--- config.mk ---
export PLATFORM = sky130hd
export DESIGN_NAME = cdc_2phase_rx_flat
export DESIGN_NICKNAME = d
export VERILOG_FILES = /design/src/rtl/cdc_2phase_rx_if.sv /design/src/rtl/cdc_2phase_rx.sv /design/src/flat_wrapper.sv
export SDC_FILE = /design/constraint.sdc
export NUM_CORES = 1
export LEC_CHECK = 0
export CAP_MARGIN = 30
export CORE_AREA = 8 8 60 50
export DETAILED_ROUTE_END_ITERATION = 10
export DIE_AREA = 0 0 68 58
export GPL_ROUTABILITY_DRIVEN = 1
export HOLD_SLACK_MARGIN = 0.02
export PLACE_DENSITY_LB_ADDON = 0.05
export RECOVER_POWER = 100
export SLEW_MARGIN = 20
export SYNTH_ARGS = -nofsm -noshare
export SYNTH_HDL_FRONTEND = slang
export SYNTH_SLANG_ARGS = --single-unit
--- constraint.sdc ---
create_clock -name i_clk -period 2.25 [get_ports i_clk]
set_clock_uncertainty 0.15 [all_clocks]
set_input_delay 0.45 -clock i_clk [delete_from_list [all_inputs] [get_ports i_clk]]
set_output_delay 0.45 -clock i_clk [all_outputs]
set_load 0.01 [all_outputs]
--- src/rtl/cdc_2phase_rx_if.sv ---
// Bundle of the receive-side CDC handshake and output stream signals.
// The master side is the source/consumer environment; the slave side is the receiver.
interface cdc_2phase_rx_if #(
  parameter int data_width = 8,
  parameter int buf_depth  = 2
);

  localparam int cnt_w = $clog2(buf_depth) + 1;

  // Two-phase handshake from/to the source domain.
  logic                  i_req;
  logic [data_width-1:0] i_data;
  logic                  o_ack;

  // Valid/ready output stream.
  logic                  o_valid;
  logic [data_width-1:0] o_data;
  logic                  i_ready;
  logic [cnt_w-1:0]      o_count;

  modport master (
    output i_req,
    output i_data,
    output i_ready,
    input  o_ack,
    input  o_valid,
    input  o_data,
    input  o_count
  );

  modport slave (
    input  i_req,
    input  i_data,
    input  i_ready,
    output o_ack,
    output o_valid,
    output o_data,
    output o_count
  );

endinterface

--- src/rtl/cdc_2phase_rx.sv ---
// Receive endpoint of a two-phase (toggle) req/ack clock-domain crossing.
// The req toggle is synchronized into i_clk, the bundled word is captured into
// a small FIFO, and ack is toggled back. When the FIFO is full the ack is
// withheld, so the source stays busy and no word is ever dropped.
module cdc_2phase_rx #(
  parameter int data_width  = 8,
  parameter int sync_stages = 2,
  parameter int buf_depth   = 2
) (
  input  logic                  i_clk,
  input  logic                  i_rst,
  cdc_2phase_rx_if.slave        bus
);

  localparam int ptr_w = $clog2(buf_depth);
  localparam int cnt_w = ptr_w + 1;
  localparam logic [cnt_w-1:0] full_count = cnt_w'(buf_depth);

  // Synchronizer chain; only the last stage is used by any logic.
  logic [sync_stages-1:0] sync_q;
  logic                   req_s;

  // Handshake and FIFO state.
  logic                   ack_q, ack_d;
  logic [ptr_w-1:0]       wr_ptr_q, wr_ptr_d;
  logic [ptr_w-1:0]       rd_ptr_q, rd_ptr_d;
  logic [cnt_w-1:0]       count_q, count_d;
  logic [data_width-1:0]  mem_q [buf_depth];

  // Decoded events for the coming edge.
  logic                   pending;
  logic                   capture;
  logic                   pop;
  logic                   not_empty;

  // Shift the asynchronous req toggle through the synchronizer flops.
  always_ff @(posedge i_clk or posedge i_rst) begin
    if (i_rst) begin
      sync_q <= '0;
    end else begin
      sync_q <= {sync_q[sync_stages-2:0], bus.i_req};
    end
  end

  assign req_s = sync_q[sync_stages-1];

  // A toggle is outstanding while the synchronized req differs from our ack.
  // Capture is gated by the registered count only, so a pop in the same cycle
  // as a full FIFO does not admit a word until the following edge.
  assign pending   = req_s ^ ack_q;
  assign not_empty = (count_q != '0);
  assign capture   = pending && (count_q < full_count);
  assign pop       = not_empty && bus.i_ready;

  // Next-state for the ack toggle, pointers and occupancy count.
  always_comb begin
    ack_d    = ack_q;
    wr_ptr_d = wr_ptr_q;
    rd_ptr_d = rd_ptr_q;
    count_d  = count_q;

    if (capture) begin
      ack_d    = ~ack_q;
      wr_ptr_d = wr_ptr_q + ptr_w'(1);
    end

    if (pop) begin
      rd_ptr_d = rd_ptr_q + ptr_w'(1);
    end

    unique case ({capture, pop})
      2'b10:   count_d = count_q + cnt_w'(1);
      2'b01:   count_d = count_q - cnt_w'(1);
      default: count_d = count_q;
    endcase
  end

  // Register handshake and FIFO bookkeeping; reset discards everything pending.
  always_ff @(posedge i_clk or posedge i_rst) begin
    if (i_rst) begin
      ack_q    <= 1'b0;
      wr_ptr_q <= '0;
      rd_ptr_q <= '0;
      count_q  <= '0;
    end else begin
      ack_q    <= ack_d;
      wr_ptr_q <= wr_ptr_d;
      rd_ptr_q <= rd_ptr_d;
      count_q  <= count_d;
    end
  end

  // Store the bundled word; i_data is stable here because the source holds it
  // until it sees the ack we are about to return on this same edge.
  always_ff @(posedge i_clk) begin
    if (capture) begin
      mem_q[wr_ptr_q] <= bus.i_data;
    end
  end

  // Outputs come from registered state only; ack leaves straight from its flop.
  assign bus.o_ack   = ack_q;
  assign bus.o_valid = not_empty;
  assign bus.o_data  = mem_q[rd_ptr_q];
  assign bus.o_count = count_q;

endmodule

--- src/flat_wrapper.sv ---
// flat-port wrapper written by rule: the top's interface ports become plain ports
module cdc_2phase_rx_flat 
#(
  parameter int data_width  = 8,
  parameter int sync_stages = 2,
  parameter int buf_depth   = 2
)
  (i_clk, i_rst, bus_i_req, bus_i_data, bus_i_ready, bus_o_ack, bus_o_valid, bus_o_data, bus_o_count);
  cdc_2phase_rx_if #(.data_width(data_width), .buf_depth(buf_depth)) bus_i ();
  input  logic i_clk;
  input  logic i_rst;
  input wire logic [$bits(bus_i.i_req)-1:0] bus_i_req;
  input wire logic [$bits(bus_i.i_data)-1:0] bus_i_data;
  input wire logic [$bits(bus_i.i_ready)-1:0] bus_i_ready;
  output wire logic [$bits(bus_i.o_ack)-1:0] bus_o_ack;
  output wire logic [$bits(bus_i.o_valid)-1:0] bus_o_valid;
  output wire logic [$bits(bus_i.o_data)-1:0] bus_o_data;
  output wire logic [$bits(bus_i.o_count)-1:0] bus_o_count;
  assign bus_i.i_req = bus_i_req;
  assign bus_i.i_data = bus_i_data;
  assign bus_i.i_ready = bus_i_ready;
  assign bus_o_ack = bus_i.o_ack;
  assign bus_o_valid = bus_i.o_valid;
  assign bus_o_data = bus_i.o_data;
  assign bus_o_count = bus_i.o_count;
  cdc_2phase_rx #(.data_width(data_width), .sync_stages(sync_stages), .buf_depth(buf_depth)) u_core (.i_clk(i_clk), .i_rst(i_rst), .bus(bus_i));
endmodule
==> results.yml <==
clock_network:
  cts_buffer_depth: 2
  hold_buffers: 0
  h-tree-depth: 1
  cts.sinks: 23
  clk_transition_reported_paths_ns: 0.12
  cts_tree: "yes"
  numCtsBuffers: 3
  insertion_delay_ns: 0.29
  cts_root_buf: "clkbuf_4"
timing:
  finalHoldViolCount: 0
  final-max-slew-violation-count: 0
  setup_violations: 0
  max_slew.worst_pin.slew_ns: 0.479
  fin_crit_ns: 2.18
  slew_headroom: 0.681
  fin_crit_sh: 0.970
  grt_setup_unrepaired: "no"
  tns_ns: 0
  clock.fmax_ghz: 0.458
power:
  p_comb_frac: 0.422
  p_per_area_nw_per_um2: 1220
  irDropWorstVdd_mv: 0.666
  clkPwrFrac: 0.121
  p_int_mw: 1.03
  sequentialPowerShare: 0.457
  cellLeakagePower_nw: 0.481
  netSwitchingFraction: 0.302
  total_switching_power_uw: 446
cells_and_area:
  final_common_cell: "edfxtp_1"
  nets: 96
  drive_above_1_share: 0.146
  layout_common_cells: "edfxtp_1 (16), dlygate4sd3_1 (13), mux2_1 (8)"
  fillers: 187
  area_delta_synth_final_pct: 38.2
  n_antenna_cell: 0
  final_area_um2: 1200
setup_path:
  max_stage_delay_ns: 0.48
  arrival_ns: 1.58
  crit_family: "flip-flops"
  start_kind: "register"
  cp_max_fo: 7
  critPathLaunch: "u_core.rd_ptr_q"
  r2r_cells: 5
  r2r_slack_ns: 0.45
  crit_end: "bus_o_data[0]"
  r2r_end: "u_core.bus.o_count[1]"
  rr_startpoint: "u_core.bus.o_count[1]"
  cp.buffers_inverters: 1
  slowest_stage: "dfrtp_2"
  path_cells: "mux2_1 > clkdlybuf4s50_1"
  path_class: "reg -> out"
  critPathRequiredTime_ns: 1.65
  end_kind: "primary output"
  critical_path_cell_count: 2
synth:
  synth.distinct_cells: 13
  ys_seq_elements: 23
  synth_warnings: 0
  seq_area_frac_synth: 0.752
  syn_nets: 61
  synth_area_um2: 872
  synth_cells: 48
  syn_avg_cell_area_um2: 18.2
floorplanning:
  io_pins: 24
  die_y_um: 58
  core_um2: 2100
  die_area_um2: 3940
  num_rows: 15
  start_util: 0.415
  die_x_um: 68
drt:
  drt_iter0_drc: 7
  drc: 0
  viasPerCell: 4.44
  antenna_left: 0
  drt_wl_total_mm: 1.44
  dr_total_vias: 475
  wl_per_cell_um: 13.4
  drt_pass1_iterations: 3
placed_design:
  port_buffers: 23
  dpl_cell_area_um2: 1150
  gp_congestion: 0.632
  hpwl_mm: 1.11
global_route:
  grt_pass1_vias: 494
  gr-total-overflow: 0
  grt_max_degree: 13
  antenna_found_initial: 0
  grt_first_pass_wirelength_mm: 2.33
  track_usage: 0.0793
status:
  outcome: "finished, final reports clean"
job:
  cap_violations: 0
hold_path:
  hold_class: "reg -> reg"
==> layer usage <==
metal / wire, µm / up-vias / GRT usage
li1: - / 240 / -
met1: 606 / 225 / 0.0897
met2: 723 / 10 / 0.132
met3: 105 / 0 / 0.0308
met4: 0 / 0 / 0.0262
met5: 0 / - / 0
==> power by group through the flow <==
| stage | Combinational (mW) | Sequential [mW] | Clock, mW |
|---|---|---|---|
| 5_1_grt | 0.679 | 0.693 | 0.200 |
| 3_3_place_gp | 0.617 | 0.695 | 0 |
| 4_1_cts | 0.629 | 0.688 | 0.189 |
| 2_1_floorplan | 0.335 | 0.666 | 0 |
| 3_5_place_dp | 0.620 | 0.698 | 0 |
| 6_report | 0.623 | 0.674 | 0.178 |
==> sequential cells by signal (all words and copies together) (netlist names) <==
name / cells
u_core.rd_ptr_q: 1
u_core.mem_q: 16
u_core.bus.o_count: 2
u_core.bus.o_ack: 1
u_core.sync_q: 2
u_core.wr_ptr_q: 1
==> synthesized netlist by cell type <==
| cell | instances | area [µm²] |
|---|---|---|
| mux2_1 | 8 | 90.1 |
| or2_4 | 1 | 8.76 |
| xnor2_1 | 3 | 26.3 |
| nor2_1 | 3 | 11.3 |
| dfrtp_1 | 7 | 175 |
| and2_4 | 1 | 8.76 |
| nand2b_2 | 1 | 8.76 |
| buf_2 | 1 | 5.00 |
| edfxtp_1 | 16 | 480 |
| ha_1 | 1 | 12.5 |
| inv_1 | 2 | 7.51 |
| xor2_1 | 3 | 26.3 |
| mux2_2 | 1 | 11.3 |
==> cells by family (layout without fill, tap and decap cells) <==
| logic type | after synthesis | count (layout) | synth area share |
|---|---|---|---|
| xor+xnor | 6 | 6 | 0.0603 |
| fa+ha+maj | 1 | 1 | 0.0143 |
| buf+inv | 3 | 37 | 0.0143 |
| simple gates | 6 | 6 | 0.0430 |
| mux | 9 | 9 | 0.116 |
| flops | 23 | 23 | 0.752 |
==> worst min path at each step <==
| stage | slack [ns] | from | endpoint | cells after the start |
|---|---|---|---|---|
| after global routing | 0.22 | u_core.sync_q[0] | u_core.sync_q[1] | 0 |
| after detailed placement | 0.19 | u_core.sync_q[0] | u_core.sync_q[1] | 0 |
| final | 0.21 | u_core.sync_q[0] | u_core.sync_q[1] | 0 |
| after global placement | 0.18 | u_core.sync_q[0] | u_core.sync_q[1] | 0 |
| after floorplan | 0.10 | i_rst | u_core.bus.o_ack | 1 |
| after CTS | 0.21 | i_rst | u_core.rd_ptr_q | 2 |
==> per-stage QoR <==
stage / worst slack [ns] / utilization / std cells / power, mW / hold WS (ns)
2_1_floorplan: 0.578 / - / 48 / 1.00 / 0.103
3_3_place_gp: 0.212 / 0.548 / 98 / 1.31 / 0.184
3_5_place_dp: 0.221 / 0.548 / 98 / 1.32 / 0.187
4_1_cts: 0.00279 / 0.563 / 103 / 1.50 / 0.212
5_1_grt: 0.00614 / 0.573 / 107 / 1.57 / 0.221
6_report: 0.0677 / 0.573 / 107 / 1.48 / 0.210
==> timing repair <==
item,4_1_cts,5_1_grt
setup buffers,1,4
setup endpoints to repair,8,6
gates resized for setup,3,3
pin swaps,0,0
==> worst register-to-register path: cells and delay by family (launching register included) <==
family                     cells  cell delay [ns]
and+or+nand+nor                3             0.65
DFF                            1             0.45
adders and majority gates      1             0.33
xor gates and xnor gates       1             0.15
==> cell type report <==
type | count | area [µm²] | share of cell area
timing repair buffer | 31 | 284 | 0.236
sequential | 23 | 657 | 0.545
clock buffer | 4 | 26.3 | 0.0218
inverter | 2 | 7.51 | 0.00623
tap | 25 | 31.3 | 0.0260
multi-input combinational | 22 | 199 | 0.165
Note: power is estimated with default switching activity, not from simulation.
